--- src/rtl/imem_arb_pkg.sv ---
// Package: imem_arb_pkg
// Shared types and constants for the instruction-memory port arbiter.
//   owner_e  : owner of the previous cycle's BRAM access. This is the state
//              of the arbiter's response FSM.
//   NOP_INSN : canonical RISC-V NOP (addi x0,x0,0), for fetch-side consumers.
package imem_arb_pkg;

  typedef enum logic [1:0] {
    IDLE = 2'd0,
    F_RD = 2'd1,
    L_RD = 2'd2,
    L_WR = 2'd3
  } owner_e;

  localparam logic [31:0] NOP_INSN = 32'h0000_0013;

endpackage

--- src/rtl/imem_port_arbiter.sv ---
// Module: imem_port_arbiter
// Shares one single-port, 1-cycle-read instruction BRAM between the fetch
// stage (read-only) and a loader/debug port (read/write).
// - At most one access is granted per cycle.
// - Read data returns with a fixed 1-cycle latency.
// - Fetch starvation is bounded to BURST_MAX consecutive loader grants.
//
// Optional feature macro: IMEM_ARB_LOCK_EN
//   When defined, this module adds the ports l_lock (in) and f_locked (out).
//   While the registered lock is high, fetch is never granted.
//
// Ports
//   clk, rst_n             clock; asynchronous active-low reset
//   f_req/f_addr           fetch read request (held until f_gnt)
//   f_gnt                  fetch accepted this cycle
//   f_rvalid/f_rdata       fetch response, 1 cycle after f_gnt
//   l_req/l_we/l_addr/l_wdata  loader request (held until l_gnt)
//   l_gnt                  loader accepted this cycle
//   l_rvalid/l_rdata       loader read response, 1 cycle after a read grant
//   mem_en/mem_we/mem_addr/mem_wdata  BRAM drive, follows the granted port
//   mem_rdata              BRAM read data (write-first, 1-cycle read)
//   l_lock, f_locked       only with IMEM_ARB_LOCK_EN
module imem_port_arbiter
  import imem_arb_pkg::*;
#(
  parameter int ADDR_WIDTH = 10,
  parameter int DATA_WIDTH = 32,
  parameter int BURST_MAX  = 4
) (
  input  logic                  clk,
  input  logic                  rst_n,
  input  logic                  f_req,
  input  logic [ADDR_WIDTH-1:0] f_addr,
  output logic                  f_gnt,
  output logic                  f_rvalid,
  output logic [DATA_WIDTH-1:0] f_rdata,
  input  logic                  l_req,
  input  logic                  l_we,
  input  logic [ADDR_WIDTH-1:0] l_addr,
  input  logic [DATA_WIDTH-1:0] l_wdata,
  output logic                  l_gnt,
  output logic                  l_rvalid,
  output logic [DATA_WIDTH-1:0] l_rdata,
  output logic                  mem_en,
  output logic                  mem_we,
  output logic [ADDR_WIDTH-1:0] mem_addr,
  output logic [DATA_WIDTH-1:0] mem_wdata,
`ifdef IMEM_ARB_LOCK_EN
  input  logic                  l_lock,
  output logic                  f_locked,
`endif
  input  logic [DATA_WIDTH-1:0] mem_rdata
);

  localparam int BW = $clog2(BURST_MAX + 1);
  localparam logic [BW-1:0] BURST_SAT = BW'(BURST_MAX);

  owner_e          state_reg, state_next;
  logic [BW-1:0]   burst_cnt_reg, burst_cnt_next;
  logic            lock_reg;
  logic            burst_sat;

  // Fetch lock: the request is registered so that the lock takes effect one
  // cycle after l_lock rises.
`ifdef IMEM_ARB_LOCK_EN
  always_ff @(posedge clk or negedge rst_n) begin
    if (!rst_n) lock_reg <= 1'b0;
    else        lock_reg <= l_lock;
  end
  assign f_locked = lock_reg;
`else
  assign lock_reg = 1'b0;
`endif

  // Arbitration. The grants are gated by rst_n, so every output reads 0
  // while reset is asserted, even if a requester keeps its request high.
  // On a tie the loader wins, unless it has already taken BURST_MAX grants
  // in a row while fetch was waiting.
  assign burst_sat = (burst_cnt_reg == BURST_SAT);
  assign f_gnt = rst_n & f_req & ~lock_reg & (~l_req | burst_sat);
  assign l_gnt = rst_n & l_req & ~f_gnt;

  // The BRAM drive follows the winner in the same cycle.
  // When no port is granted, the drive is all zeros.
  always_comb begin
    mem_en    = 1'b0;
    mem_we    = 1'b0;
    mem_addr  = '0;
    mem_wdata = '0;
    if (f_gnt) begin
      mem_en   = 1'b1;
      mem_addr = f_addr;
    end else if (l_gnt) begin
      mem_en    = 1'b1;
      mem_we    = l_we;
      mem_addr  = l_addr;
      mem_wdata = l_we ? l_wdata : '0;
    end
  end

  // Starvation counter. It counts loader grants taken while fetch is waiting,
  // and is only meaningful while fetch is actually requesting.
  always_comb begin
    burst_cnt_next = burst_cnt_reg;
    if (lock_reg || !f_req || f_gnt)
      burst_cnt_next = '0;
    else if (l_gnt && !burst_sat)
      burst_cnt_next = burst_cnt_reg + 1'b1;
  end

  // The response FSM remembers who owned the previous cycle's access.
  always_comb begin
    state_next = IDLE;
    if (f_gnt)             state_next = F_RD;
    else if (l_gnt &&  l_we) state_next = L_WR;
    else if (l_gnt && !l_we) state_next = L_RD;
  end

  always_ff @(posedge clk or negedge rst_n) begin
    if (!rst_n) begin
      state_reg     <= IDLE;
      burst_cnt_reg <= '0;
    end else begin
      state_reg     <= state_next;
      burst_cnt_reg <= burst_cnt_next;
    end
  end

  assign f_rvalid = (state_reg == F_RD);
  assign l_rvalid = (state_reg == L_RD);
  assign f_rdata  = f_rvalid ? mem_rdata : '0;
  assign l_rdata  = l_rvalid ? mem_rdata : '0;

  // Both ports must never be granted in the same cycle.
  a_one_grant : assert property (@(posedge clk) disable iff (!rst_n) !(f_gnt && l_gnt));

endmodule

--- config.mk ---
export PLATFORM = sky130hd
export DESIGN_NAME = imem_port_arbiter
export DESIGN_NICKNAME = d
export VERILOG_FILES = /design/src/rtl/imem_arb_pkg.sv /design/src/rtl/imem_port_arbiter.sv
export SDC_FILE = /design/constraint.sdc
export NUM_CORES = 1
export LEC_CHECK = 0
export ABC_AREA = 0
export BUFFER_PORTS_ARGS = -buffer_cell sky130_fd_sc_hd__buf_2
export CAP_MARGIN = 10
export CORE_AREA = 2 2 78 80
export DETAILED_ROUTE_END_ITERATION = 10
export DIE_AREA = 0 0 80 82
export PLACE_DENSITY_LB_ADDON = 0.1
export SLEW_MARGIN = 20
export SYNTH_ARGS = -nofsm -noshare
export SYNTH_HDL_FRONTEND = slang
export SYNTH_SLANG_ARGS = --single-unit
--- constraint.sdc ---
create_clock -name clk -period 2.31 [get_ports clk]
set_input_delay 0.5775 -clock clk [delete_from_list [all_inputs] [get_ports clk]]
set_output_delay 0.5775 -clock clk [all_outputs]
set_load 0.02 [all_outputs]
==> flow_summary.yaml, run 1 <==
cts:
  root_buffer: "clkbuf_8"
  clock_latency_ns: 0.22
  cts_buffers: 3
  cts_max_path_buffers: 2
  htreeDepth: 1
  numClockSinks: 5
  clk_pin_slew_worst_paths_ns: 0.03
  tritoncts: "yes"
timing:
  drv_slew: 0
  fin_crit_sh_pct: 98.11
  setup_tns_ns: 0
  hold_violations: 0
  worst_slack_ns: 0.04363
  fmax_mhz: 441.2
  min_period_ns: 2.266
  fin_worst_skew_ns: 0.00007254
  rsz0062_at_grt: "true"
  hold_slack_ns: 0.2918
  finalSetupViolCount: 0
  slew_headroom_pct: 81.35
  tightestPinTransition_ns: 0.2798
global_routing:
  grt_max_degree: 34
  grt_pass1_wl_mm: 6.354
  grt_usage_pct: 12.42
  antenna_found_initial: 0
  grt_pass1_vias: 1394
  gr-total-overflow: 0
layout:
  largest_reg_flops: 3
  final_cells: 432
  nets: 449
  utilization_pct: 42.86
  regArea_sq_um: 125.1
  antenna_cells: 0
  drive_above_1_share_pct: 65.27
  syn_to_final_growth_pct: 128.8
  final_cell_area_sq_mm: 0.002462
  nFillCells: 607
  multiInputGateArea_sq_um: 904.6
logic_synthesis:
  ys_warn_count: 0
  ys_seq_elements: 5
  synth_cells: 150
  synth_nets: 241
  synth.distinct_cells: 25
  ys_seq_area_share_pct: 11.63
  syn_area_per_cell_sq_um: 7.174
  synth_area_sq_mm: 0.001076
pwr:
  power.switching_mw: 0.2503
  peakVddDrop_mv: 0.2131
  pwr-share-seq_pct: 14.5
  p_clk_share_pct: 25.1
  power_density_mw_per_mm2: 261.4
  p_comb_share_pct: 60.4
  p_leak_nw: 1.525
  total_power_mw: 0.6437
  p_int_mw: 0.3934
  p_sw_share_pct: 38.89
critical_path:
  crit_path_top_delay_cell: "dfrtp_1"
  cp.required_ns: 1.73
  crit_path_end_kind: "output port"
  cp-start-kind: "register"
  crit_path_start: "burst_cnt_reg[0]"
  slowest_delay_ns: 0.35
  crit_type: "register to output port"
  arrival_ns: 1.69
  crit_chain: "inv_2 -> ha_4 -> a311oi_4 -> buf_6 -> clkbuf_16 -> and2_1 -> buf_4"
  regToRegStartpoint: "burst_cnt_reg[0]"
  crit_fanout: 8
  crit_family: "buffers and inverters"
  worst-path-buf-inv: 4
outcome:
  outcome: "finished, final reports clean"
placed_design:
  gp_congestion: 0.7321
  dp_cells: 422
  place_ws_ns: 0.1718
  dp.final_hpwl_mm: 3.817
  port_buffers: 200
  place_area_sq_mm: 0.002180
floorplanning:
  ioPinCount: 201
  dieWidth_um: 80
  rows: 28
  die_y_um: 82
  start_util_pct: 18.73
  dieArea_sq_mm: 0.006560
  core_sq_mm: 0.005746
min_path:
  hp-class: "input port to asynchronous set/reset pin"
detailed_routing:
  drtIter0Drc: 41
  drt-met1-wl_mm: 1.747
  wl_met2_mm: 2.438
  vias: 1734
  wl_per_cell_um: 11.29
  routed_wirelength_mm: 4.877
  drt-pass1-iter-count: 4
  top_layer_used: "met4"
  drtAntennaViolNets: 0
  drt_drc_violations_left: 0
  via_per_inst: 4.014
  met3RoutedLength_um: 612
job:
  drv_cap: 0
-- cell usage after synthesis --
| cell type | number | area share (%) |
|---|---|---|
| and2_1 | 96 | 56 |
| a22o_1 | 10 | 8.1 |
| clkbuf_1 | 6 | 2.1 |
| dfrtp_1 | 5 | 12 |
| buf_6 | 3 | 3.1 |
| inv_1 | 3 | 1.0 |
| nand2_1 | 3 | 1.0 |
| a31oi_1 | 2 | 1.2 |
| buf_2 | 2 | 0.93 |
| ha_1 | 2 | 2.3 |
| nor2b_1 | 2 | 1.2 |
| nor3b_1 | 2 | 1.4 |
| o21a_1 | 2 | 1.4 |
| a21boi_0 | 1 | 0.70 |
| a21oi_1 | 1 | 0.46 |
| a311oi_4 | 1 | 2.4 |
| and2b_1 | 1 | 0.70 |
| clkbuf_2 | 1 | 0.46 |
| nand2_2 | 1 | 0.58 |
| nand2b_1 | 1 | 0.58 |
| nand4_1 | 1 | 0.58 |
| nor2_1 | 1 | 0.35 |
| nor3_1 | 1 | 0.46 |
| o31a_1 | 1 | 0.81 |
| or2_2 | 1 | 0.58 |
-- final timing paths --
check | endpoint | slack (ns) | depth (start not counted)
max | mem_wdata[17] | 0.04 | 7
min in group clk | state_reg[1] | 0.64 | 1
min reg2reg | state_reg[1] | 0.64 | 1
max in group asynchronous | burst_cnt_reg[0] | 1.88 | 2
max reg2reg | state_reg[0] | 0.96 | 6
min | burst_cnt_reg[2] | 0.29 | 2
-- power groups by stage --
stage          combinational (mW)  sequential (mW)  clock, mW
6_report                    0.389           0.0933      0.162
5_1_grt                     0.422           0.0936      0.172
4_1_cts                     0.373           0.0930      0.167
3_5_place_dp                0.358           0.0946          0
3_3_place_gp                0.359           0.0945          0
2_1_floorplan               0.193           0.0941          0
-- routing by layer --
layer  vias up  GRT usage, %
met2       115         23.67
met5         -             0
met3         7         2.967
li1        892             -
met4         0         4.915
met1       720         13.10
-- area by class of cell --
| type | instances | area share (%) |
|---|---|---|
| multi-input combinational | 130 | 36.74 |
| inverter | 3 | 0.4573 |
| timing repair buffer | 215 | 52.08 |
| sequential | 5 | 5.081 |
| clock buffer | 4 | 1.829 |
| tap | 75 | 3.811 |
-- cells by family after synthesis --
logic type	Yosys count	share of synthesized area, %
simple gates	110	63.26
compound gates	18	15.12
buf+inv	15	7.674
flops	5	11.63
fa+ha+maj	2	2.325
-- placed cells by master (no fill, tap or decap), types with 2 or more instances in the layout --
master    count
a31oi_1       2
nand2_1       3
buf_4        32
dfrtp_1       5
and2_1       88
o21a_1        2
and2_4        8
nor2b_1       2
buf_2       169
inv_2         2
buf_6        11
a22o_1       10
nor3b_1       2
clkbuf_8      3
-- timing repair --
item | 4_1_cts | 5_1_grt
endpoints found under the setup margin | 35 | 42
hold endpoints to repair | 0 | 0
gates resized for setup | 13 | 43
gates cloned | 1 | 1
setup buffers | 4 | 0
pin swaps | 1 | 2
hold buffers | 0 | 0
No activity file was read; power rests on OpenSTA's default activity.
==> inputs of run 2 (changes only) <==
--- a/config.mk
+++ b/config.mk
@@ -12,6 +12,7 @@
 export DETAILED_ROUTE_END_ITERATION = 10
 export DIE_AREA = 0 0 80 82
 export PLACE_DENSITY_LB_ADDON = 0.1
+export SETUP_SLACK_MARGIN = 0.2
 export SLEW_MARGIN = 20
 export SYNTH_ARGS = -nofsm -noshare
 export SYNTH_HDL_FRONTEND = slang
==> constraint.sdc (replaced) <==
create_clock -name clk -period 2.7 [get_ports clk]
set_input_delay 0.675 -clock clk [delete_from_list [all_inputs] [get_ports clk]]
set_output_delay 0.675 -clock clk [all_outputs]
set_load 0.02 [all_outputs]
==> run 2 against run 1 <==
Combinational power shrank 22%. Routed wire length is 9.0% lower. Worst setup slack gained 0.29 ns. Global-route usage decreased by 0.83 points. Final cell count is 1.6% lower. Sequential share of layout area grew 0.55 points. Utilization down 4.2 points. Worst hold slack gained 0.092 ns. Sequential power fell by 14%. Critical endpoint is now mem_addr[3]. Largest cell class unchanged.
==> flow_summary.yaml, run 2 (synthesized netlist as in run 1, its figures left out) <==
outcome:
  outcome: "finished, final reports clean"
layout:
  nets: 442
  largest_reg_flops: 3
  antenna_cells: 0
  layout_commonest_cell: "buf_2"
  layout_common_cells: "buf_2 (201), and2_1 (96), a22o_1 (10), buf_4 (6), dfrtp_1 (5)"
  final_cells: 425
  drive_above_1_share_pct: 61.71
  nFillCells: 611
  syn_to_final_growth_pct: 106.5
pwr:
  peakVddDrop_mv: 0.1380
  p_leak_nw: 1.454
  total_power_mw: 0.5236
  power_density_mw_per_mm2: 235.6
detailed_routing:
  via_per_inst: 3.934
  drt_drc_violations_left: 0
  vias: 1672
  drt-pass1-iter-count: 4
  routed_wirelength_mm: 4.438
  drtAntennaViolNets: 0
  wl_per_cell_um: 10.44
  drtIter0Drc: 45
critical_path:
  cp-start-kind: "register"
  crit_type: "register to output port"
  cp.required_ns: 2.03
  crit_fanout: 6
  arrival_ns: 1.69
  r2r-end: "state_reg[0]"
  regToRegStartpoint: "burst_cnt_reg[0]"
  rrSetupSlack_ns: 1.28
  r2r_cells: 6
  crit_path_end_kind: "output port"
cts:
  clock_latency_ns: 0.23
  numClockSinks: 5
  tritoncts: "yes"
  cts_setup_buffers: 0
  cts_max_path_buffers: 2
  cts_buffers: 3
  clk_pin_slew_worst_paths_ns: 0.04
  root_buffer: "clkbuf_8"
  htreeDepth: 1
timing:
  tightestPinTransition_ns: 0.2521
  setup_tns_ns: 0
  fin_crit_sh_pct: 87.72
  min_period_ns: 2.368
  finalSetupViolCount: 0
  fin_worst_skew_ns: 0.0006835
  fmax_mhz: 422.2
  hold_violations: 0
  worst_slack_ns: 0.3316
  drv_slew: 0
  rsz0062_at_grt: "false"
  slew_headroom_pct: 83.20
global_routing:
  grt_pass1_wl_mm: 6.058
  grt_pass1_vias: 1328
  gr-total-overflow: 0
  grt_max_degree: 34
  antenna_found_initial: 0
  grt_usage_pct: 11.59
min_path:
  hp-class: "input port to asynchronous set/reset pin"
floorplanning:
  dieArea_sq_mm: 0.006560
  dieWidth_um: 80
  rows: 28
  ioPinCount: 201
  start_util_pct: 18.73
  die_y_um: 82
  core_sq_mm: 0.005746
placed_design:
  place_ws_ns: 0.3073
  gp_congestion: 0.7085
  port_buffers: 200
  dp.final_hpwl_mm: 3.806
  dp_cells: 420
job:
  drv_cap: 0
-- run 2: cell types whose count changed in the layout (fill, tap and decap cells not counted) --
| cell | before | now |
|---|---|---|
| and2_1 | 88 | 96 |
| and2_4 | 8 | 0 |
| buf_12 | 1 | 0 |
| buf_16 | 1 | 0 |
| buf_2 | 169 | 201 |
| buf_4 | 32 | 6 |
| buf_6 | 11 | 1 |
| clkbuf_16 | 1 | 0 |
| inv_1 | 1 | 3 |
| inv_2 | 2 | 0 |
-- run 2: worst max-delay path by stage --
stage,from,endpoint,slack [ns],cells after the start
finish,burst_cnt_reg[0],mem_addr[3],0.33,7
global route,burst_cnt_reg[0],mem_addr[8],0.24,7
CTS,burst_cnt_reg[0],mem_wdata[7],0.22,6
detailed placement,f_req,mem_wdata[7],0.31,5
global placement,f_req,mem_wdata[6],0.31,5
floorplan,f_req,mem_wdata[22],0.35,4
-- run 2: layout make-up --
cell class | instances | area (sq um) | area share (%)
Clock buffer | 4 | 45.04 | 2.027
Inverter | 3 | 11.26 | 0.5068
Multi-Input combinational cell | 130 | 884.6 | 39.81
Sequential cell | 5 | 125.1 | 5.631
Tap cell | 75 | 93.84 | 4.223
Timing Repair Buffer | 208 | 1062 | 47.80
-- run 2: worst max-delay path, stage by stage (launching register included) --
cell and delay (ns):
dfrtp_1 0.39, inv_1 0.12, ha_4 0.19, nand2_1 0.11, a21oi_2 0.19, buf_2 0.19
a22o_1 0.13, buf_2 0.15
-- run 2: power breakdown --
group	internal, mW	switching, mW
Sequential	0.0783	0.00163
Clock	0.102	0.0405
Combinational	0.133	0.168
Total	0.313	0.210
-- run 2: what timing repair did --
action | CTS | global route
endpoints found under the hold margin | 0 | 0
setup endpoints to repair | 0 | 34
resized for setup | 0 | 5
hold buffers | 0 | 0
-- run 2: per-layer routing --
metal | up-vias | track usage [%] | share of wire [%]
met5 | - | 0 | 0
met4 | 0 | 3.051 | 1.1
met3 | 6 | 3.187 | 13
met2 | 119 | 22.17 | 49
met1 | 673 | 12.51 | 37
li1 | 874 | - | -
-- run 2: metrics by stage --
stage	hold WS (ns)	instance area, sq um	utilization, %
finish	0.3838	2222	38.68
floorplan	0.3794	1076	-
global placement	0.5773	2152	37.46
CTS	0.3817	2197	38.24
global route	0.3894	2222	38.68
detailed placement	0.5710	2152	37.46
==> inputs of run 3 (changes only) <==
==> constraint.sdc (replaced) <==
create_clock -name clk -period 2.74 [get_ports clk]
set_input_delay 0.685 -clock clk [delete_from_list [all_inputs] [get_ports clk]]
set_output_delay 0.685 -clock clk [all_outputs]
set_load 0.02 [all_outputs]
==> run 3 against run 2 <==
Design area shrank 0.28%. Worst setup slack gained 0.033 ns. Critical path depth shrank 1. Global-route usage is essentially flat. Worst hold slack gained 0.0066 ns. Flip-flop and latch count is the same. Sequential share of layout area is essentially flat. Utilization shrank 0.11 points. Non-clock buffer count shrank 2. Combinational power shrank 2%. First-iteration DRC count shrank 18%.
==> flow_summary.yaml, run 3 (synthesized netlist as in run 1, its figures left out) <==
outcome:
  outcome: "finished, final reports clean"
layout:
  layout_common_cells: "buf_2 (200), and2_1 (96), a22o_1 (10), dfrtp_1 (5), buf_4 (5)"
  multiInputGateArea_sq_um: 880.8
  nFillCells: 598
  final_cells: 423
  regArea_sq_um: 125.1
  layout_commonest_cell: "buf_2"
  drive_above_1_share_pct: 61.49
  syn_to_final_growth_pct: 105.9
  largest_reg_flops: 3
  antenna_cells: 0
  nets: 440
pwr:
  pwr-share-seq_pct: 15.4
  p_int_mw: 0.3065
  power.switching_mw: 0.2071
  p_leak_nw: 1.448
  power_density_mw_per_mm2: 231.8
  total_power_mw: 0.5136
  p_comb_share_pct: 57.5
  p_sw_share_pct: 40.32
  peakVddDrop_mv: 0.2095
  p_clk_share_pct: 27.1
critical_path:
  cp-start-kind: "input port"
  crit_path_end_kind: "output port"
  cp.required_ns: 2.06
  crit_type: "input port to output port"
  crit_fanout: 34
  arrival_ns: 1.69
timing:
  hold_violations: 0
  rsz0062_at_grt: "false"
  finalSetupViolCount: 0
  slew_headroom_pct: 82.63
  fmax_mhz: 421.0
  fin_crit_sh_pct: 86.70
  drv_slew: 0
  min_period_ns: 2.376
  setup_tns_ns: 0
  fin_worst_skew_ns: 0.0006737
  tightestPinTransition_ns: 0.2617
detailed_routing:
  drt_drc_violations_left: 0
  drt-pass1-iter-count: 3
  drtIter0Drc: 37
  wl_per_cell_um: 10.32
  via_per_inst: 3.894
  drtAntennaViolNets: 0
  routed_wirelength_mm: 4.366
  vias: 1647
cts:
  clock_latency_ns: 0.23
  cts_hold_buf: 0
  clk_pin_slew_worst_paths_ns: 0.04
  cts_setup_buffers: 0
  tritoncts: "yes"
  post_cts_resized: 0
  cts_buffers: 3
  numClockSinks: 5
  cts_max_path_buffers: 2
  htreeDepth: 1
  root_buffer: "clkbuf_8"
job:
  drv_cap: 0
global_routing:
  gr-total-overflow: 0
  grt_pass1_wl_mm: 6.120
  grt_pass1_vias: 1353
  grt_max_degree: 35
  grt_usage_pct: 11.64
  antenna_found_initial: 0
floorplanning:
  core_sq_mm: 0.005746
  rows: 28
  dieArea_sq_mm: 0.006560
  dieWidth_um: 80
  ioPinCount: 201
  die_y_um: 82
  start_util_pct: 18.73
placed_design:
  dp.final_hpwl_mm: 3.773
  dp_cells: 419
  gp_congestion: 0.7203
  port_buffers: 200
min_path:
  hp-class: "input port to asynchronous set/reset pin"
==> run 3: final timing paths <==
check / from / end / slack [ns] / cells after the start
max reg2reg: burst_cnt_reg[0] / state_reg[0] / 1.33 / 6
min reg2reg: burst_cnt_reg[1] / burst_cnt_reg[1] / 0.58 / 2
max in group asynchronous: rst_n / burst_cnt_reg[2] / 2.22 / 2
min: rst_n / state_reg[1] / 0.39 / 2
max: l_req / mem_wdata[7] / 0.36 / 6
min in group clk: burst_cnt_reg[1] / burst_cnt_reg[1] / 0.58 / 2
==> run 3: metrics by stage <==
step | util [%] | hold WS [ns] | area, sq um | worst slack (ns)
after CTS | 38.35 | 0.3872 | 2203 | 0.2793
after global routing | 38.57 | 0.4059 | 2216 | 0.2370
after global placement | 37.54 | 0.5869 | 2157 | 0.3576
after detailed placement | 37.54 | 0.5798 | 2157 | 0.3473
final | 38.57 | 0.3904 | 2216 | 0.3644
after floorplan | - | 0.3894 | 1076 | 0.3744
==> run 3: critical path: stages <==
cell and delay [ns]:
buf_2 0.14, nand2_2 0.11, a311oi_4 0.26, buf_12 0.20, and2_1 0.14, buf_2 0.16
==> run 3: power groups by stage <==
stage	Combinational (mW)	Clock (mW)	Sequential [mW]
final	0.295	0.139	0.0791
after global routing	0.324	0.151	0.0796
after CTS	0.299	0.143	0.0791
after detailed placement	0.298	0	0.0800
after global placement	0.299	0	0.0799
after floorplan	0.163	0	0.0793
==> run 3: layer usage <==
layer  up-vias  routed length, um  share of wire [%]  track usage (%)
met5         -                  0                  0                0
met4         0                  0                  0            1.525
met3         0                597                 14            3.956
met2       115               2197                 50            23.25
met1       662               1571                 36            11.93
li1        870                  -                  -                -
==> run 3: cell type report <==
| cell class | instances | area share [%] |
|---|---|---|
| clock buffers | 3 | 1.863 |
| clock inverters | 1 | 0.2259 |
| flip-flops and latches | 5 | 5.647 |
| repair buffers | 206 | 47.77 |
| multi-input cells | 130 | 39.75 |
| inverters | 3 | 0.5082 |
| well taps | 75 | 4.235 |
